==> src/rtl/serial_arith_pkg.sv <==
// Shared definitions for the bit-serial arithmetic datapaths (serial adder
// and serial subtractor).
//   ser_state_t   : load/shift/done sequencing states
//   SER_W_DEFAULT : default operand width
package serial_arith_pkg;

  typedef enum logic [1:0] {
    IDLE  = 2'd0,
    SHIFT = 2'd1,
    DONE  = 2'd2
  } ser_state_t;

  localparam int SER_W_DEFAULT = 8;

endpackage

==> src/rtl/serial_subtractor_if.sv <==
// Operand/result bundle of the serial subtractor.
//   start_i   : start request (only honoured while the subtractor is idle)
//   a_i, b_i  : minuend / subtrahend, captured on the accepted start
//   busy_o    : operation in progress
//   done_o    : one-cycle pulse, diff_o/borrow_o valid from this cycle on
//   diff_o    : A - B mod 2^WIDTH, held until the next result
//   borrow_o  : final borrow (unsigned A < B), held like diff_o
//   ovf_o     : signed overflow, only when SERIAL_SUB_OVF_EN is defined
//   state_dbg : current sequencer state, for observation only
// Handshake: a start is accepted on a rising edge where start_i=1 and the
// subtractor is idle (busy_o=0); otherwise start_i is ignored, not queued.
// Modports: master = controller side, slave = subtractor side.
interface serial_subtractor_if
  import serial_arith_pkg::*;
#(
  parameter int WIDTH = SER_W_DEFAULT
);

  logic             start_i;
  logic [WIDTH-1:0] a_i;
  logic [WIDTH-1:0] b_i;
  logic             busy_o;
  logic             done_o;
  logic [WIDTH-1:0] diff_o;
  logic             borrow_o;
`ifdef SERIAL_SUB_OVF_EN
  logic             ovf_o;
`endif
  ser_state_t       state_dbg;

`ifdef SERIAL_SUB_OVF_EN
  modport master (
    output start_i, a_i, b_i,
    input  busy_o, done_o, diff_o, borrow_o, ovf_o, state_dbg
  );
  modport slave (
    input  start_i, a_i, b_i,
    output busy_o, done_o, diff_o, borrow_o, ovf_o, state_dbg
  );
`else
  modport master (
    output start_i, a_i, b_i,
    input  busy_o, done_o, diff_o, borrow_o, state_dbg
  );
  modport slave (
    input  start_i, a_i, b_i,
    output busy_o, done_o, diff_o, borrow_o, state_dbg
  );
`endif

endinterface

==> src/rtl/serial_subtractor_full_subtractor.sv <==
// One-bit full subtractor used as the bit-slice of the serial subtractor.
//   a_i, b_i : minuend / subtrahend bits
//   bin_i    : borrow in
//   diff_o   : a - b - bin (bit)
//   bout_o   : borrow out
module full_subtractor (
  input  logic a_i,
  input  logic b_i,
  input  logic bin_i,
  output logic diff_o,
  output logic bout_o
);

  assign diff_o = a_i ^ b_i ^ bin_i;
  // Borrow when a<b outright, or when a==b and a borrow is already pending.
  assign bout_o = (~a_i & b_i) | (~(a_i ^ b_i) & bin_i);

endmodule

==> src/rtl/serial_subtractor.sv <==
// Bit-serial subtractor: DIFF = A - B, LSB first, one bit per clock.
//   clk_i : clock, rising edge
//   rst_i : synchronous active-high reset
//   bus   : serial_subtractor_if.slave (start/operands in, results out)
// Sequence: IDLE --start--> SHIFT (WIDTH cycles) --> DONE (1 cycle) --> IDLE.
// Results are registered on the DONE cycle, so done_o and the new
// diff_o/borrow_o appear together in the first IDLE cycle after DONE.
// Optional feature: define SERIAL_SUB_OVF_EN to add the signed overflow
// output ovf_o.
module serial_subtractor
  import serial_arith_pkg::*;
#(
  parameter int WIDTH = SER_W_DEFAULT
) (
  input  logic              clk_i,
  input  logic              rst_i,
  serial_subtractor_if.slave bus
);

  localparam int CNT_W = $clog2(WIDTH);
  localparam logic [CNT_W-1:0] LAST_BIT = CNT_W'(WIDTH - 1);

  ser_state_t       state;
  logic [WIDTH-1:0] a_sr;
  logic [WIDTH-1:0] b_sr;
  logic [WIDTH-1:0] diff_sr;
  logic             br;
  logic [CNT_W-1:0] cnt;
  logic [WIDTH-1:0] diff_q;
  logic             borrow_q;
  logic             done_q;
  logic             d_bit;
  logic             b_next;
`ifdef SERIAL_SUB_OVF_EN
  logic             ovf_sr;
  logic             ovf_q;
`endif

  full_subtractor u_slice (
    .a_i    (a_sr[0]),
    .b_i    (b_sr[0]),
    .bin_i  (br),
    .diff_o (d_bit),
    .bout_o (b_next)
  );

  always_ff @(posedge clk_i) begin
    if (rst_i) begin
      state    <= IDLE;
      a_sr     <= '0;
      b_sr     <= '0;
      diff_sr  <= '0;
      br       <= 1'b0;
      cnt      <= '0;
      diff_q   <= '0;
      borrow_q <= 1'b0;
      done_q   <= 1'b0;
`ifdef SERIAL_SUB_OVF_EN
      ovf_sr   <= 1'b0;
      ovf_q    <= 1'b0;
`endif
    end else begin
      done_q <= 1'b0;
      case (state)
        IDLE: begin
          if (bus.start_i) begin
            a_sr    <= bus.a_i;
            b_sr    <= bus.b_i;
            diff_sr <= '0;
            br      <= 1'b0;
            cnt     <= '0;
            state   <= SHIFT;
          end
        end
        SHIFT: begin
          a_sr    <= {1'b0, a_sr[WIDTH-1:1]};
          b_sr    <= {1'b0, b_sr[WIDTH-1:1]};
          // New result bit enters at the MSB; after WIDTH shifts the first
          // (LSB) result bit has reached bit 0.
          diff_sr <= {d_bit, diff_sr[WIDTH-1:1]};
          br      <= b_next;
          cnt     <= cnt + CNT_W'(1);
          if (cnt == LAST_BIT) begin
`ifdef SERIAL_SUB_OVF_EN
            // On the last bit a_sr[0]/b_sr[0] are the operand sign bits.
            ovf_sr <= (a_sr[0] ^ b_sr[0]) & (a_sr[0] ^ d_bit);
`endif
            state  <= DONE;
          end
        end
        DONE: begin
          diff_q   <= diff_sr;
          borrow_q <= br;
          done_q   <= 1'b1;
`ifdef SERIAL_SUB_OVF_EN
          ovf_q    <= ovf_sr;
`endif
          state    <= IDLE;
        end
        default: state <= IDLE;
      endcase
    end
  end

  assign bus.busy_o    = (state != IDLE);
  assign bus.done_o    = done_q;
  assign bus.diff_o    = diff_q;
  assign bus.borrow_o  = borrow_q;
  assign bus.state_dbg = state;
`ifdef SERIAL_SUB_OVF_EN
  assign bus.ovf_o     = ovf_q;
`endif

endmodule

==> src/flat_wrapper.sv <==
// flat-port wrapper written by rule: the top's interface ports become plain ports
module serial_subtractor_flat import serial_arith_pkg::*;
#(
  parameter int WIDTH = SER_W_DEFAULT
)
  (clk_i, rst_i, bus_start_i, bus_a_i, bus_b_i, bus_busy_o, bus_done_o, bus_diff_o, bus_borrow_o, bus_state_dbg);
  serial_subtractor_if #(.WIDTH(WIDTH)) bus_i ();
  input  logic clk_i;
  input  logic rst_i;
  input wire logic [$bits(bus_i.start_i)-1:0] bus_start_i;
  input wire logic [$bits(bus_i.a_i)-1:0] bus_a_i;
  input wire logic [$bits(bus_i.b_i)-1:0] bus_b_i;
  output wire logic [$bits(bus_i.busy_o)-1:0] bus_busy_o;
  output wire logic [$bits(bus_i.done_o)-1:0] bus_done_o;
  output wire logic [$bits(bus_i.diff_o)-1:0] bus_diff_o;
  output wire logic [$bits(bus_i.borrow_o)-1:0] bus_borrow_o;
  output wire logic [$bits(bus_i.state_dbg)-1:0] bus_state_dbg;
  assign bus_i.start_i = bus_start_i;
  assign bus_i.a_i = bus_a_i;
  assign bus_i.b_i = bus_b_i;
  assign bus_busy_o = bus_i.busy_o;
  assign bus_done_o = bus_i.done_o;
  assign bus_diff_o = bus_i.diff_o;
  assign bus_borrow_o = bus_i.borrow_o;
  assign bus_state_dbg = bus_i.state_dbg;
  serial_subtractor #(.WIDTH(WIDTH)) u_core (.clk_i(clk_i), .rst_i(rst_i), .bus(bus_i));
endmodule
==> config.mk <==
export PLATFORM = sky130hd
export DESIGN_NAME = serial_subtractor_flat
export DESIGN_NICKNAME = d
export VERILOG_FILES = /design/src/rtl/serial_arith_pkg.sv /design/src/rtl/serial_subtractor_if.sv /design/src/rtl/serial_subtractor_full_subtractor.sv /design/src/rtl/serial_subtractor.sv /design/src/flat_wrapper.sv
export SDC_FILE = /design/constraint.sdc
export NUM_CORES = 1
export LEC_CHECK = 0
export CAP_MARGIN = 15
export CORE_MARGIN = 4
export CORE_UTILIZATION = 50
export DETAILED_ROUTE_END_ITERATION = 8
export PLACE_DENSITY = 0.78
export SYNTH_ARGS = -nofsm -noshare
export SYNTH_HDL_FRONTEND = slang
export SYNTH_SLANG_ARGS = --single-unit
==> constraint.sdc <==
create_clock -name clk_i -period 2.5 [get_ports clk_i]
set_input_delay 0.375 -clock clk_i [delete_from_list [all_inputs] [get_ports clk_i]]
set_output_delay 0.375 -clock clk_i [all_outputs]
set_load 0.005 [all_outputs]
# After elaboration in Yosys (flattened, before gate mapping)

Index checks and enable logic that the tools add are counted.

Add/subtract/negate cells: 1
Multiply operators: 0
Div/mod/pow operators: 0
Magnitude comparators: 0
Equality and inequality tests: 5
Shift operators: 0
Muxes and demuxes: 14
Bitwise logic cells: 7
Reduce and logical (&&, ||, !) cells: 5

Operators by type and width:

| kind                | count |
|---|---|
| $pmux 8 s2          | 3 |
| $mux 8              | 3 |
| $pmux 3 s2          | 1 |
| $mux 2              | 2 |
| $pmux 2 s2          | 1 |
| $reduce_and 2->1    | 2 |
| $reduce_bool 2->1   | 2 |
| $add 3x1->3 const B | 1 |
| $eq 3x3->1 const B  | 1 |
| $mux 3              | 1 |
| $and 1x1->1         | 2 |
| $eq 2x1->1 const B  | 1 |
| $eq 2x2->1 const B  | 1 |
| $logic_not 2->1     | 1 |
| $mux 1              | 2 |
| $ne 2x1->1 const B  | 1 |
| $ne 2x2->1 const B  | 1 |
| $not 1->1           | 2 |
| $pmux 1 s2          | 1 |
| $xor 1x1->1         | 2 |
| $or 1x1->1          | 1 |

Register bits: 40
Bits in latches: 0
Memory bits (writable): 0
Memory bits (read-only): 0
Bits of input ports: 19
Word-level logic and storage cells: 41
Memories kept: 0

# Logic depth before layout (Yosys ltp)

Gate-level depths: netlist of the first run.

Depth in word-level cells: 5
Gate-level depth with buffers: 6

# Cells and area by module

From an unflattened synthesis of the first run, not the netlist that was laid out.

Cell total of the unflattened synthesis: 167
Area total of the unflattened synthesis: 1,569.0 µm²

Modules (own cells, without submodules):

| module            | times used | cells an instance | area each (µm²) | seq. area each (µm²) |
|---|---|---|---|---|
| serial_subtractor | 1          | 163               | 1,537.7         | 800.8 |
| full_subtractor   | 1          | 4                 | 31.3            | 0.0 |

# Worst setup path after synthesis of the first run

OpenSTA, ideal clock, no wires.

Kind: input-to-reg
From: input port bus_start_i
To: register u_core.a_sr[6]
Setup time: 0.117 ns
Arrival time: 1.188 ns
Required time: 2.383 ns
Slack: 1.195 ns
Stages: 6
Buffers on the path: 3
Cells stage by stage: buf_2 > o21bai_4 > nor2b_4 > buf_6 > buf_6 > a22o_1

Longest elaborated chain between the ends: 2

Ends and longest elaborated chain:

| element                           | RTL line                | RTL |
|---|---|---|
| start, declared                   | flat_wrapper.sv:10      | `input wire logic [$bits(bus_i.start_i)-1:0] bus_start_i;` |
| $ne 2x2->1 (no source line)       | -                       |  |
| $reduce_and 2->1 (no source line) | -                       |  |
| end signal, assigned              | serial_subtractor.sv:67 | `a_sr <= bus.a_i;` |
| end signal, assigned              | serial_subtractor.sv:76 | `a_sr <= {1'b0, a_sr[WIDTH-1:1]};` |
| end, declared                     | serial_subtractor.sv:24 | `logic [WIDTH-1:0] a_sr;` |

Every way passes these cells.
A chain may end at the register's enable or synchronous reset.

# Final worst setup path of the first run

From: register u_core.state[1], in the netlist u_core.bus.state_dbg[1]
To: output port bus_busy_o

Longest elaborated chain between the ends: 1

Ends and longest elaborated chain:

| element                | RTL line                 | RTL |
|---|---|---|
| start, declared        | serial_subtractor.sv:23  | `ser_state_t state;` |
| start signal, assigned | serial_subtractor.sv:49  | `state <= IDLE;` |
| start signal, assigned | serial_subtractor.sv:72  | `state <= SHIFT;` |
| start signal, assigned | serial_subtractor.sv:88  | `state <= DONE;` |
| $reduce_bool 2->1      | serial_subtractor.sv:105 | `assign bus.busy_o = (state != IDLE);` |
| end, declared          | flat_wrapper.sv:13       | `output wire logic [$bits(bus_i.busy_o)-1:0] bus_busy_o;` |

Every way passes these cells.

==> results of run 1 <==
routing by layer:
layer	vias to the layer above	part of all wire	routed length (µm)
met1	609	0.46	1460
met3	5	0.046	147
met4	0	0.012	39
li1	645	-	-
met2	23	0.48	1530
met5	-	0	0
metrics by stage:
| stage | setup slack, ns | area, µm² | hold WS [ns] |
|---|---|---|---|
| 6_report | 0.603 | 1940 | 0.459 |
| 2_1_floorplan | 1.20 | 1580 | 0.426 |
| 4_1_cts | 0.574 | 1940 | 0.462 |
| 5_1_grt | 0.484 | 1940 | 0.482 |
| 3_5_place_dp | 0.422 | 1880 | 0.446 |
| 3_3_place_gp | 0.522 | 1880 | 0.444 |
cells by family (layout without fill, tap and decap cells):
group                    after synthesis  after routing
multiplexers                           1              1
AO/OA/AOI/OAI                         52             52
flip-flops                            40             40
AND/OR/NAND/NOR                       59             59
adder cells (fa/ha/maj)                3              3
buffers and inverters                 18             46
final timing paths:
check                               to  cells after the start  slack [ns]
setup / recovery            bus_busy_o                      3        0.60
hold / removal    u_core.bus.diff_o[2]                      2        0.46
setup reg to reg     u_core.diff_sr[4]                      3        0.82
hold reg to reg   u_core.bus.diff_o[2]                      2        0.46
placed cells by master, fill, tap and decap left out, types with 2 or more instances in the layout:
master and n:
a21oi_1 9, a22o_1 25, a32oi_1 2, buf_4 3, clkbuf_1 2, clkbuf_4 5
clkdlybuf4s50_1 31, dfxtp_1 40, ha_1 2, inv_1 4, nand2_1 46, nor2_1 6
o21ai_0 14
synthesized netlist by cell type:
| cell | instances |
|---|---|
| o21ai_0 | 14 |
| nand2_1 | 46 |
| or2b_1 | 1 |
| nor2b_4 | 1 |
| ha_1 | 2 |
| a22o_1 | 25 |
| buf_2 | 8 |
| clkbuf_1 | 3 |
| and3_1 | 1 |
| dfxtp_1 | 40 |
| inv_1 | 4 |
| fa_1 | 1 |
| a22oi_1 | 1 |
| nor3_1 | 1 |
| o21bai_4 | 1 |
| a32oi_1 | 2 |
| mux2i_1 | 1 |
| nor2_2 | 1 |
| and2_1 | 1 |
| a21oi_1 | 9 |
| buf_6 | 3 |
| nor2b_1 | 1 |
| nor2_1 | 6 |
registers in the layout, summed over array words and instances (netlist names):
signal                cells
u_core.a_sr               8
u_core.diff_sr            8
u_core.cnt                3
u_core.bus.done_o         1
u_core.bus.borrow_o       1
u_core.bus.state_dbg      2
u_core.b_sr               8
u_core.bus.diff_o         8
u_core.br                 1
worst max-delay path: cells and delay by family (launching register included):
kind | cells | cell delay [ns]
buffers and inverters | 2 | 0.56
DFF | 1 | 0.49
and+or+nand+nor | 1 | 0.13
power by group:
part	switching [µW]	internal (µW)	total (µW)
clock network	191	139	330
registers	12.0	657	669
logic	55.9	58.7	115
total	259	855	1110
cell type report:
cell class	count	area [µm²]	area share
inverters	4	15.0	0.00773
repair buffers	34	333	0.171
clock buffers	8	58.8	0.0303
flip-flops and latches	40	801	0.412
multi-input cells	115	679	0.350
well taps	44	55.1	0.0284
==> impl_metrics.ini, run 1 <==
[run_status]
status = finished, final reports clean

[placement]
count_of_port_buffers_added_during_placement = 31
half_perimeter_wire_length_of_the_detailed_placement_result_um = 2190
finalWeightedCongestion = 0.725
place.detailed.instances = 237

[sta]
unrepaired_setup_endpoints_after_global_routing = no
period_share = 0.759
timing.max_slew.rel_slack = 0.547
post-route-min-period_ns = 1.90
report.final.setup_viol = 0
report.final.slew_viol_count = 0
setup_total_negative_slack_ns = 0
finalClockSkew_ns = 0.00768
max_freq_mhz = 527
timing.final.hold_violations = 0
worst_pin_slew_ns = 0.679

[floorplanning]
total_die_area_mm2 = 0.00412
initial_core_util = 0.522
die_h_um = 64.2
std_cell_rows = 20
io_pins = 32
core_region_area_mm2 = 0.00303
die_w_um = 64.2

[hold_path]
hold_path_origin = u_core.bus.diff_o[2]
hp-class = flip-flop to flip-flop

[worst_setup_path]
path_class = flip-flop to output port
cp_cell_sequence = nor2_1, inv_1, clkdlybuf4s50_1
end_kind = output port
timing.critical_path.from_type = flip-flop
cp_slowest_stage_delay_ns = 0.49
arrival_ns = 1.52
worstReg2RegStart = u_core.bus.state_dbg[1]
critPathSlowestCell = dfxtp_1
cp_max_fo = 8
worst_ep_required_time_ns = 2.12
critical_path.startpoint = u_core.bus.state_dbg[1]

[routing]
drt_iter0_drc = 65
num_vias = 1282
postRouteAntennaNets = 0
firstDrtPassIters = 4
post_drt_wl_per_cell_um = 13.0
wl_um = 3180
vias_per_cell = 5.23
post-route-drc-count = 0

[yosys]
synth_largest_area_cell = dfxtp_1
synth-seq-area-share = 0.507
synth.cell_area_mm2 = 0.00158
combinational_family_with_the_most_area_after_synthesis = compound AO/OA/AOI/OAI gates
synthCells = 173
syn_area_per_cell_um2 = 9.13
synthDominantCellAreaShare = 0.507
ys_ff_latch = 40
synth_warnings = 0
share_of_the_synthesized_netlist_area_taken_by_xor_and_xnor_gates = 0
synth.area.mux_share = 0.00633
synth_simple_gate_area_share = 0.156
synth-compound-area-share = 0.239
synthAdderAreaFrac = 0.0285
synth.area.top_cells = dfxtp_1, a22o_1, nand2_1, o21ai_0, a21oi_1
syn_nets = 195
post_synth_num_cell_types = 23

[grt]
global_route_wire_length_before_repair_um = 5480
grt_overflow = 0
globalRouteMet3Util = 0.0439
grt.busiest_layer = met2
grt_util_met1 = 0.203
grt_antenna_before_repair = 0
met2_usage = 0.281
first_global_vias = 1263
largest_net_degree_at_the_start_of_global_routing = 36
track_usage = 0.166

[flow_run]
max-cap-violations = 0

[cts]
post_cts_resize_count = 0
cts_htree_levels = 2
numCtsBuffers = 5
clock_tree_from_tritoncts = built
clk_latency_ns = 0.33
postCtsHoldBufs = 0
cts_max_path_buffers = 2
clkSlewWorstSetupHoldPaths_ns = 0.11
root_cell_of_the_clock_tree = clkbuf_4
clock_sink_count = 40
post-cts-setup-buffers = 0

[layout]
utilization = 0.641
area_delta_synth_final_pct = 22.9
num-nets-final = 222
final_cells = 245
diodes = 0
fillerInstances = 267
layout-drive-gt1-share = 0.0597

[pwr]
vdd_ir_drop_max_mv = 0.437
total_leakage_power_uw = 0.000746
post-layout-total-power_uw = 1110
pwr_density_cell_mw_per_mm2 = 573
(Power assumes the default switching activity.)
==> run 2, diff against run 1 <==
CORE_UTILIZATION = 45   (was 50)
PLACE_DENSITY = 0.74   (was 0.78)
clock period = 1.7 ns   (was 2.5 ns; I/O delays follow)
==> impl_metrics.ini, run 2 (synthesized netlist as in run 1, its figures left out) <==
[layout]
diodes = 0
fillerInstances = 313
layout-drive-gt1-share = 0.102
area_delta_synth_final_pct = 26.0
final_cells = 251
final_common_cell = nand2_1
layout.cells.most_common_list = nand2_1, dfxtp_1, clkdlybuf4s50_1, a22o_1, o21ai_0
num-nets-final = 226

[pwr]
vdd_ir_drop_max_mv = 0.432
pwr_density_cell_mw_per_mm2 = 830
total_leakage_power_uw = 0.000775

[worst_setup_path]
timing.critical_path.from_type = flip-flop
worstReg2RegStart = u_core.bus.state_dbg[0]
cp_max_fo = 7
cp_cell_sequence = nor2_4, inv_1, clkdlybuf4s50_1
critical_path.reg2reg.endpoint = u_core.cnt[1]
path_class = flip-flop to output port
critPathSlowestCell = clkdlybuf4s50_1
crit_family = buffers and inverters
worst_ep_required_time_ns = 1.44
reg2reg_depth = 3
cp_slowest_stage_delay_ns = 0.49
timing.critical_path.buf_inv = 2
end_kind = output port
rrSetupSlack_ns = 0.32
arrival_ns = 1.36

[grt]
grt_overflow = 0
largest_net_degree_at_the_start_of_global_routing = 26
grt_antenna_before_repair = 0
grt.busiest_layer = met2
first_global_vias = 1234
global_route_wire_length_before_repair_um = 5240
grt_util_met1 = 0.188
globalRouteMet3Util = 0.0416
met2_usage = 0.245
track_usage = 0.153

[routing]
vias_per_cell = 5.20
post_drt_wl_per_cell_um = 12.5
drt_iter0_drc = 69
firstDrtPassIters = 4
wl_um = 3130
post-route-drc-count = 0
postRouteAntennaNets = 0
num_vias = 1306

[sta]
max_freq_mhz = 620
finalClockSkew_ns = 0.00999
post-route-min-period_ns = 1.61
timing.max_slew.rel_slack = 0.632
unrepaired_setup_endpoints_after_global_routing = no
report.final.slew_viol_count = 0
setup_total_negative_slack_ns = 0
timing.final.hold_violations = 0
period_share = 0.949
report.final.setup_viol = 0
worst_pin_slew_ns = 0.550

[floorplanning]
io_pins = 32
core_region_area_mm2 = 0.00336
std_cell_rows = 21
initial_core_util = 0.470
die_w_um = 67.3
die_h_um = 67.3
total_die_area_mm2 = 0.00452

[cts]
numCtsBuffers = 5
clk_latency_ns = 0.34
clock_tree_from_tritoncts = built
clkSlewWorstSetupHoldPaths_ns = 0.11
cts_max_path_buffers = 2
clock_sink_count = 40
root_cell_of_the_clock_tree = clkbuf_4
post-cts-setup-buffers = 0
cts_htree_levels = 2

[placement]
half_perimeter_wire_length_of_the_detailed_placement_result_um = 2190
count_of_port_buffers_added_during_placement = 31
finalWeightedCongestion = 0.877
place.detailed.instances = 243

[hold_path]
min_delay_worst_endpoint = u_core.bus.diff_o[7]
hold_path_origin = u_core.bus.diff_o[7]
hp-class = flip-flop to flip-flop
holdPathStages = 2

[run_status]
status = finished, final reports clean

[flow_run]
max-cap-violations = 0
==> run 2: worst max path at each step <==
| stage | from | end | slack [ns] | cells after the start |
|---|---|---|---|---|
| global route | u_core.bus.state_dbg[0] | bus_busy_o | 0.01 | 3 |
| detailed placement | bus_start_i | u_core.diff_sr[3] | -0.03 | 4 |
| CTS | u_core.bus.state_dbg[0] | bus_busy_o | 0.008 | 3 |
| floorplan | u_core.bus.state_dbg[0] | u_core.a_sr[6] | 0.43 | 6 |
| finish | u_core.bus.state_dbg[0] | bus_busy_o | 0.09 | 3 |
| global placement | bus_start_i | u_core.cnt[2] | 0.0006 | 4 |
==> run 2: per-stage QoR <==
stage | util | cell area (µm²) | hold slack (ns) | power (µW) | worst slack (ns)
after floorplan | - | 1580 | 0.324 | 1110 | 0.428
after detailed placement | 0.570 | 1920 | 0.448 | 1180 | -0.0343
after global placement | 0.570 | 1920 | 0.443 | 1170 | 0.000573
after CTS | 0.589 | 1980 | 0.465 | 1660 | 0.00816
after global routing | 0.592 | 1990 | 0.478 | 1730 | 0.0111
final | 0.592 | 1990 | 0.460 | 1650 | 0.0859
==> run 2: power breakdown <==
group | switching (µW) | internal [µW]
combinational | 79.3 | 91.9
clock | 299 | 197
sequential | 21.3 | 965
==> run 2: cell type report <==
cell class | instances | area [µm²] | area share
clock inverters | 2 | 10.0 | 0.00503
well taps | 46 | 57.6 | 0.0289
multi-input cells | 115 | 687 | 0.345
clock buffers | 6 | 51.3 | 0.0258
flip-flops and latches | 40 | 808 | 0.406
repair buffers | 38 | 363 | 0.182
inverters | 4 | 15.0 | 0.00754
==> run 2: timing repair <==
action	4_1_cts	5_1_grt
endpoints found under the setup margin	1	1
gates resized for setup	3	3
hold buffers	0	0
gates cloned	0	0
==> run 2: tightest hold or removal path, delay by kind of cell (launching register included) <==
kind            cells  cell delay, ns
simple gates        1            0.05
flops               1            0.33
compound gates      1            0.05
==> run 2: routing by layer <==
| metal | routed length (µm) | vias to the layer above | share of wire |
|---|---|---|---|
| li1 | - | 657 | - |
| met1 | 1450 | 615 | 0.46 |
| met2 | 1500 | 29 | 0.48 |
| met3 | 136 | 5 | 0.044 |
| met4 | 39 | 0 | 0.012 |
| met5 | 0 | - | 0 |
